==> src/rtl/q8_pkg.sv <==
// Shared types and constants for the 1011 serial pattern detector.
// Holds the state encoding and the pattern value.
package q8_pkg;

  typedef enum logic [2:0] {
    IDLE  = 3'd0,
    S1    = 3'd1,
    S10   = 3'd2,
    S101  = 3'd3,
    S1011 = 3'd4
  } seq_state_t;

  localparam logic [3:0] PATTERN = 4'b1011;

  function automatic seq_state_t next_state(
    input seq_state_t s,
    input logic       b
  );
    seq_state_t n;
    n = IDLE;
    unique case (s)
      IDLE:    n = b ? S1    : IDLE;
      S1:      n = b ? S1    : S10;
      S10:     n = b ? S101  : IDLE;
      S101:    n = b ? S1011 : S10;
      S1011:   n = b ? S1    : S10;
      default: n = IDLE;
    endcase
    return n;
  endfunction

endpackage

==> src/rtl/sat_counter.sv <==
// Saturating match counter with a sticky overflow flag.
// Overflow latches when an increment arrives at full scale.
module sat_counter #(
  parameter int CNT_W = 8
) (
  input  logic             clk,
  input  logic             reset,
  input  logic             inc,
  output logic [CNT_W-1:0] count,
  output logic             overflow
);

  localparam logic [CNT_W-1:0] MAX = {CNT_W{1'b1}};

  always_ff @(posedge clk) begin
    if (reset) begin
      count    <= '0;
      overflow <= 1'b0;
    end else if (inc) begin
      if (count == MAX) overflow <= 1'b1;
      else              count    <= count + 1'b1;
    end
  end

endmodule

==> src/rtl/seq_detect_1011.sv <==
// Moore detector for serial pattern 1,0,1,1 with overlap.
// Counts matches through a saturating counter.
module seq_detect_1011
  import q8_pkg::*;
#(
  parameter int CNT_W = 8
) (
  input  logic             clk,
  input  logic             reset,
  input  logic             din,
  input  logic             en,
  output logic             match,
  output logic [CNT_W-1:0] count,
  output logic             overflow
);

  seq_state_t state;
  logic       hit;

  // hit marks the edge that enters S1011
  assign hit   = en && (next_state(state, din) == S1011);
  assign match = (state == S1011);

  always_ff @(posedge clk) begin
    if (reset)   state <= IDLE;
    else if (en) state <= next_state(state, din);
  end

  sat_counter #(
    .CNT_W(CNT_W)
  ) u_cnt (
    .clk     (clk),
    .reset   (reset),
    .inc     (hit),
    .count   (count),
    .overflow(overflow)
  );

endmodule

==> config.mk <==
export PLATFORM = sky130hd
export DESIGN_NAME = seq_detect_1011
export DESIGN_NICKNAME = d
export VERILOG_FILES = /design/src/rtl/q8_pkg.sv /design/src/rtl/sat_counter.sv /design/src/rtl/seq_detect_1011.sv
export SDC_FILE = /design/constraint.sdc
export NUM_CORES = 1
export LEC_CHECK = 0
export CORE_AREA = 2 2 50 52
export DETAILED_ROUTE_END_ITERATION = 12
export DIE_AREA = 0 0 52 54
export SLEW_MARGIN = 20
export SYNTH_ARGS = -nofsm -noshare
export SYNTH_HDL_FRONTEND = slang
export SYNTH_SLANG_ARGS = --single-unit
==> constraint.sdc <==
create_clock -name clk -period 1.5 [get_ports clk]
set_input_delay 0.3 -clock clk [delete_from_list [all_inputs] [get_ports clk]]
set_output_delay 0.3 -clock clk [all_outputs]
set_load 0.02 [all_outputs]
Word-level counts from Yosys, hierarchy flattened
Index checks and enable logic that the tools add are counted.
{ "word_totals": {"ff_bits": 12, "inputBits": 4, "output_inout_bits": 10, "word_cells": 21} }
{ "classes": {"bitwise_logic": 1, "reduce_logical": 5, "addsub": 1, "eq_ne": 6, "muxes": 5} }
{ "ops": {"columns": ["op", "count"], "rows": [
  ["one-hot mux 3 bit (4 select lines)", 1],
  ["adder 8 x 1 -> 8 bit (second input constant)", 1],
  ["== test 8 bit (second input constant)", 1],
  ["== test 3 x 2 -> 1 bit (second input constant)", 2],
  ["== test 3 bit (second input constant)", 2],
  ["2-to-1 mux 2 bit", 2],
  ["AND reduction 2 bit", 2],
  ["== test 3 x 1 -> 1 bit (second input constant)", 1],
  ["logical NOT 3 bit", 1],
  ["2-to-1 mux 3 bit", 1],
  ["OR reduction 2 bit", 1],
  ["logical AND 1 bit", 1],
  ["2-to-1 mux 1 bit", 1],
  ["NOT 1 bit", 1]
]} }

Depth between registers and ports, before layout
Gate-level depths: netlist of the first run.
{ "logic_depth": {"depth_word": 6, "ltp_mapped": 5, "mapped_depth_nobuf": 5} }

By module
From an unflattened synthesis of the first run, not the netlist that was laid out.
{ "hier_totals": {"hier_cells": 72, "area_unflattened_um2": 631.9} }
{ "by_module_without_submodules": {"columns": ["module", "instances", "area_each_um2", "seq_area_each_um2", "cells_each"], "rows": [
  ["sat_counter", 1, 462.9, 180.2, 51],
  ["seq_detect_1011", 1, 168.9, 60.1, 21]
]} }

Worst setup path after synthesis of the first run
Ideal clock, no wire load.
{ "synth_timing": {"path_type": "register -> register", "startpoint": "register u_cnt.count[1]", "endpoint": "register u_cnt.count[0]", "required_time_ns": 1.377, "t_arrival_ns": 1.383, "period_less_slack_ns": 1.507, "path_buffers": 0, "setup_time_ns": 0.123, "path_slack_ns": -0.007, "stages_incl_launch_ff": 6, "path_cell_list": "dfxtp_1 > ha_1 > nand4_1 > nor2_1 > a21oi_2 > mux2_1"} }
{ "synth_between": {"elab_chain_cells": 3} }
{ "synth_rtl": {"columns": ["element", "line_no", "source"], "rows": [
  ["start: declaration", "sat_counter.sv:9", "output logic [CNT_W-1:0] count,"],
  ["start signal: assignment", "sat_counter.sv:21", "else count <= count + 1'b1;"],
  ["== test 8 bit", "sat_counter.sv:20", "if (count == MAX) overflow <= 1'b1;"],
  ["NOT 1 bit (no line)", null, null],
  ["AND reduction 2 bit (no line)", null, null]
]} }
No other way between the ends.
A chain may end at the register's enable or synchronous reset.

Worst setup path after layout of the first run
{ "layout_timing": {"startpoint": "register state[1]", "endpoint": "register u_cnt.count[0]"} }
{ "layout_between": {"elab_chain_cells": 6, "elab_cells_between_ends": 10, "cone_classes": "eq/ne (5); mux (1); reduce/logical (4)"} }
{ "layout_rtl": {"columns": ["element", "line_no", "source"], "rows": [
  ["start: declaration", "seq_detect_1011.sv:17", "seq_state_t state;"],
  ["start signal: assignment", "seq_detect_1011.sv:26", "else if (en) state <= next_state(state, din);"],
  ["== test 3 bit or == test 3 x 1 -> 1 bit (tied branches)", "q8_pkg.sv:21", "unique case (s)"],
  ["OR reduction 2 bit (no line)", null, null],
  ["one-hot mux 3 bit (4 select lines) (*)", "q8_pkg.sv:21", null],
  ["== test 3 bit (*)", "seq_detect_1011.sv:21", "assign hit = en && (next_state(state, din) == S1011);"],
  ["logical AND 1 bit (*)", "seq_detect_1011.sv:21", null],
  ["AND reduction 2 bit (no line) (*)", null, null]
]} }
Every way passes the cells marked *; elsewhere a longest branch is shown, timed or not.

==> impl_metrics.toml, run 1 <==
[synthesis]
synth.most_common_cell = "dfxtp_1"
synth-seq-cells = 12
synth_xor_area_frac = 0
syn_nets = 75
syn_avg_cell_area_um2 = 9.08
synth_top_family_by_area = "simple AND/OR/NAND/NOR gates"
synth-edff-count = 0
synth.largest_area_cell = "dfxtp_1"
yosysWarningCount = 0
yosys-top-cells-area = "dfxtp_1 (38%), nand2b_1 (5.9%), a21oi_1 (4.7%)"
async_flop_share = 0
synth-compound-area-share = 0.122
synth.distinct_cells = 30
synthTopCellsByCount = "dfxtp_1 (12), nor2_1 (8), a21oi_1 (6), nand2b_1 (6)"
synth_fa_ha_area_frac = 0.0197
synth_area_um2 = 636
ys_seq_area_frac = 0.378
ys.flop_type = "dfxtp_1"
synth_top_area_share = 0.378
syn_inst = 70
yosys.area_share.simple = 0.417
synthMuxAreaShare = 0.0571

[clocking]
clk_latency_ps = 260
clk_pin_slew_ps = 70
clockRootBuffer = "clkbuf_4"
numCtsBuffers = 3
cts_tree = "yes"
cts.sinks = 12
htreeDepth = 1
cts_buffer_depth = 2

[power_and_ir_drop]
power_mw = 0.554
ir_drop_uv = 260
seq_power_share = 0.581
pwr-share-clk = 0.346
comb_power_share = 0.073
cellInternalPower_mw = 0.435
p_sw_frac = 0.216
switchingPower_mw = 0.120
p_leak_nw = 0.410
pwr_density_cell_mw_per_mm2 = 597

[sta]
setup-tns-final_ps = 0
period_minus_slack_ps = 1430
worst_pin_slew_ps = 357
drv_slew = 0
finalCritPeriodShare = 0.954
setup_ws_ps = 69.0
finalSetupViolations = 0
hold_viol_final = 0
clock_skew_ps = 4.55
maxSlewHeadroom = 0.761
fmax_mhz = 699

[grt]
grt-ovfl-total = 0
antenna_found_initial = 0
grt_max_degree = 9
grt_pass1_vias = 601
grt_usage = 0.119
grt_first_pass_wirelength_mm = 2.50

[worst_setup_path]
worstPathArrival_ps = 1580
crit_path_max_fanout = 4
startpoint_type = "flip-flop"
critPathKind = "reg -> reg"
critPathRequiredTime_ps = 1650
endpoint_kind = "flip-flop"

[routing]
viasPerCell = 4.85
first_iter_violations = 6
vias = 636
wire_per_inst_um = 11.1
routed_wl_mm = 1.45
drtAntennaViolNets = 0
first_pass_iters = 4
drc = 0

[cells_and_area]
nFillCells = 251
fin_cells = 131
nets = 108
layout-drive-gt1-share = 0.297
fin_util = 0.400
multi_input_area_um2 = 394
area_growth_pct = 46.1
antennaDiodeCount = 0
regArea_um2 = 243

[placement]
dp_cells = 126
io_buffers = 13
routabilityCongestion = 0.800
pre_cts_slack_ps = -309

[die]
initial_core_util = 0.274
die_h_um = 54
floorplan.rows = 18
core-area_mm2 = 0.00232
design.portCount = 14
dieArea_mm2 = 0.00281
die_x_um = 52

[status]
run_status = "finished clean"

[min_path]
hold_class = "reg -> reg"

[flow_run]
drv_cap = 0
==> critical path, cell delays in order, from the launching register on <==
cell and delay (ps):
dfxtp_1 340, buf_4 130, nand4_2 120, or2_1 260
a21oi_2 140, mux2_1 320
==> path summary, 6_finish.rpt <==
check,start,to,slack (ps),cells after the start
hold reg to reg,u_cnt.overflow$_SDFFE_PP0P_,u_cnt.overflow$_SDFFE_PP0P_,480,2
setup / recovery,state[1]$_SDFFE_PP0P_,u_cnt.count[0]$_SDFFE_PP0P_,70,5
hold / removal,u_cnt.overflow$_SDFFE_PP0P_,u_cnt.overflow$_SDFFE_PP0P_,480,2
setup reg to reg,state[1]$_SDFFE_PP0P_,u_cnt.count[0]$_SDFFE_PP0P_,70,5
==> cells by family after synthesis <==
family / count (synthesis)
simple gates: 40
compound gates: 13
flops: 12
mux: 3
buf+inv: 1
fa+ha+maj: 1
==> area by class of cell <==
class                      instances  area share
tap                               30      0.0404
timing repair buffer              29       0.249
clock buffer                       3      0.0243
sequential                        12       0.261
multi-input combinational         57       0.425
==> what timing repair did <==
item / 4_1_cts / 5_1_grt
hold buffers: 0 / 0
setup buffers: 1 / 1
pin swaps: 1 / 1
gates resized for setup: 13 / 3
endpoints found under the setup margin: 11 / 3
gates cloned: 0 / 0
==> metrics by stage <==
step	hold WS, ps	cell area (um^2)
after floorplan	472	637
after global placement	475	906
after detailed placement	473	906
after CTS	487	922
after global routing	544	928
final	478	928
==> sequential cells by signal, summed over array words and instances (netlist names) <==
signal          count
state               3
u_cnt.count         8
u_cnt.overflow      1
==> routing by layer <==
metal,share of wire,global-route usage,vias up
met4,0.0069,0.0526,0
met3,0.037,0.0167,2
met5,0,0,-
met2,0.49,0.211,10
li1,-,-,325
met1,0.46,0.142,299
==> cells in the final DEF, fill, tap and decap left out, types with 2 or more instances in the layout <==
cell type      count
clkbuf_4           3
a21oi_1            6
dfxtp_2            2
nand3b_1           2
nand4_1            2
and4b_1            3
nor2b_1            2
nor2_1             7
dfxtp_1           10
and4_1             2
buf_4             16
nand2_1            3
nor3_1             3
a31oi_1            3
nand2b_1           6
dlygate4sd2_1     11
==> power groups by stage <==
| stage | logic [mW] | clock network [mW] | registers [mW] |
|---|---|---|---|
| 2_1_floorplan | 0.0131 | 0 | 0.331 |
| 3_3_place_gp | 0.0419 | 0 | 0.329 |
| 3_5_place_dp | 0.0423 | 0 | 0.329 |
| 4_1_cts | 0.0405 | 0.202 | 0.322 |
| 5_1_grt | 0.0437 | 0.227 | 0.322 |
| 6_report | 0.0403 | 0.192 | 0.322 |
No activity file was read; power rests on OpenSTA's default activity.
==> run 2, diff against run 1 <==
Clock period 1.5 ns to 1.8 ns, I/O delays scaled along.
==> run 2 against run 1 <==
Critical path type is now reg -> out. Sequential share of layout area grew 0.71 points. Count of clock-buffer cells in the layout grew 1. Combinational power is 30% lower. Register-to-register slack gained 230 ps. Total power decreased by 7.3%. Die area stayed put. First-iteration DRC count down 67%. Via count decreased by 5.0%. Sequential power down 16%.
==> impl_metrics.toml, run 2 (synthesis results as in run 1) <==
[status]
run_status = "finished clean"

[sta]
maxSlewHeadroom = 0.709
rsz0062_at_grt = "no"
clock_skew_ps = 5.82
setup-tns-final_ps = 0
period_minus_slack_ps = 1740
fmax_mhz = 573
finalCritPeriodShare = 0.969
whs_ps = 483
finalSetupViolations = 0
worst_pin_slew_ps = 435
hold_viol_final = 0
drv_slew = 0

[clocking]
clk_latency_ps = 270
numCtsBuffers = 3
cts_tree = "yes"
cts_resized = 1
clockRootBuffer = "clkbuf_4"
clk_pin_slew_ps = 80
cts_hold_buf = 0
postCtsSetupBuffers = 0
htreeDepth = 1
cts.sinks = 12
cts_buffer_depth = 2

[die]
dieArea_mm2 = 0.00281
die_h_um = 54
core-area_mm2 = 0.00232
initial_core_util = 0.274
die_x_um = 52
floorplan.rows = 18
design.portCount = 14

[routing]
viasPerCell = 4.87
wl_met2_um = 730
first_pass_iters = 3
routed.top_layer = "met4"
wl_met3_um = 58
drtAntennaViolNets = 0
wire_per_inst_um = 11.7
vias = 604
routed_wl_mm = 1.45
drc = 0
first_iter_violations = 2
wl_met1_um = 646

[worst_setup_path]
endpoint_kind = "output port"
reg2regPathDepth = 4
cp_num_cells = 1
path_delay_family = "buffers and inverters"
critical_path.endpoint = "count[3]"
worstPathCellList = "clkdlybuf4s50_1"
regToRegSetupSlack_ps = 300
reg2reg_from = "state[0]$_SDFFE_PP0P_"
worstSetupStartpoint = "u_cnt.count[3]$_SDFFE_PP0P_"
startpoint_type = "flip-flop"
crit_path_max_fanout = 8
critPathKind = "reg -> out"
path_buf_inv = 1
slowest_stage = "clkdlybuf4s50_1"
slowest_delay_ps = 650
worstPathArrival_ps = 1380
r2r-end = "u_cnt.count[0]$_SDFFE_PP0P_"
critPathRequiredTime_ps = 1440

[cells_and_area]
fin_util = 0.386
largest_register_ffs = 8
nets = 100
antennaDiodeCount = 0
final_cell_mix = "clkdlybuf4s50_1 (12), dfxtp_1 (12), nor2_1 (8), buf_4 (8)"
reg_top3 = "u_cnt.count x8, state x3, u_cnt.overflow x1"
nFillCells = 245
area_growth_pct = 40.7
largest_register = "u_cnt.count"
fin_cells = 124
layout-drive-gt1-share = 0.202

[placement]
dp_hpwl_mm = 1.13
io_buffers = 13
routabilityCongestion = 0.782
dp_cells = 120

[grt]
grt_usage = 0.120
antenna_found_initial = 0
grt-ovfl-total = 0
grt_first_pass_wirelength_mm = 2.44
grt_max_degree = 13
grt_pass1_vias = 577

[power_and_ir_drop]
p_leak_nw = 0.333
cellInternalPower_mw = 0.406
pwr_density_cell_mw_per_mm2 = 574
switchingPower_mw = 0.108
p_sw_frac = 0.210
comb_power_share = 0.055
pwr-share-clk = 0.418
seq_power_share = 0.527
ir_drop_uv = 293

[flow_run]
drv_cap = 0

[min_path]
holdPathStages = 2
hold_class = "reg -> reg"
[run 2: cell count changes in the layout (fill, tap and decap cells not counted), moves of 2 or more]
| cell | before | now |
|---|---|---|
| dlygate4sd2_1 | 11 | 1 |
| dfxtp_2 | 2 | 0 |
| buf_4 | 16 | 8 |
| clkdlybuf4s50_1 | 1 | 12 |
| dfxtp_1 | 10 | 12 |
[run 2: worst min-delay path by stage]
stage,from,endpoint,slack (ps)
2_1_floorplan,state[2]$_SDFFE_PP0P_,state[2]$_SDFFE_PP0P_,520
3_3_place_gp,u_cnt.overflow$_SDFFE_PP0P_,u_cnt.overflow$_SDFFE_PP0P_,480
3_5_place_dp,u_cnt.overflow$_SDFFE_PP0P_,u_cnt.overflow$_SDFFE_PP0P_,480
4_1_cts,u_cnt.overflow$_SDFFE_PP0P_,u_cnt.overflow$_SDFFE_PP0P_,500
5_1_grt,u_cnt.overflow$_SDFFE_PP0P_,u_cnt.overflow$_SDFFE_PP0P_,540
6_report,u_cnt.overflow$_SDFFE_PP0P_,u_cnt.overflow$_SDFFE_PP0P_,480
[run 2: cell type report]
class | instances | area, um^2 | share of cell area
clock buffers | 4 | 36.3 | 0.0406
multi-input cells | 57 | 392 | 0.438
flip-flops and latches | 12 | 240 | 0.269
well taps | 30 | 37.5 | 0.0420
repair buffers | 21 | 189 | 0.211
[run 2: per-stage QoR]
step / setup slack [ps] / total power, mW / cell area (um^2)
floorplan: 293 / 0.287 / 636
global placement: -47.0 / 0.304 / 860
detailed placement: -107 / 0.305 / 860
CTS: 56.7 / 0.521 / 895
global route: 7.60 / 0.535 / 895
finish: 56.0 / 0.514 / 895
[run 2: power groups by stage]
stage	combinational, mW	sequential (mW)	clock (mW)
6_report	0.0284	0.270	0.215
5_1_grt	0.0310	0.271	0.233
4_1_cts	0.0287	0.270	0.221
3_5_place_dp	0.0286	0.277	0
3_3_place_gp	0.0278	0.277	0
2_1_floorplan	0.0109	0.276	0
[run 2: metal layers]
metal  GRT usage  up-vias
li1            -      309
met1       0.123      283
met2       0.222       10
met3      0.0417        2
met4      0.0526        0
met5           0        -
==> run 3, diff against run 2 <==
Settings changed: CTS_CLUSTER_DIAMETER set to 120.
==> results of run 3 <==
The final DEF is identical to that of run 2; final timing and power are the same.
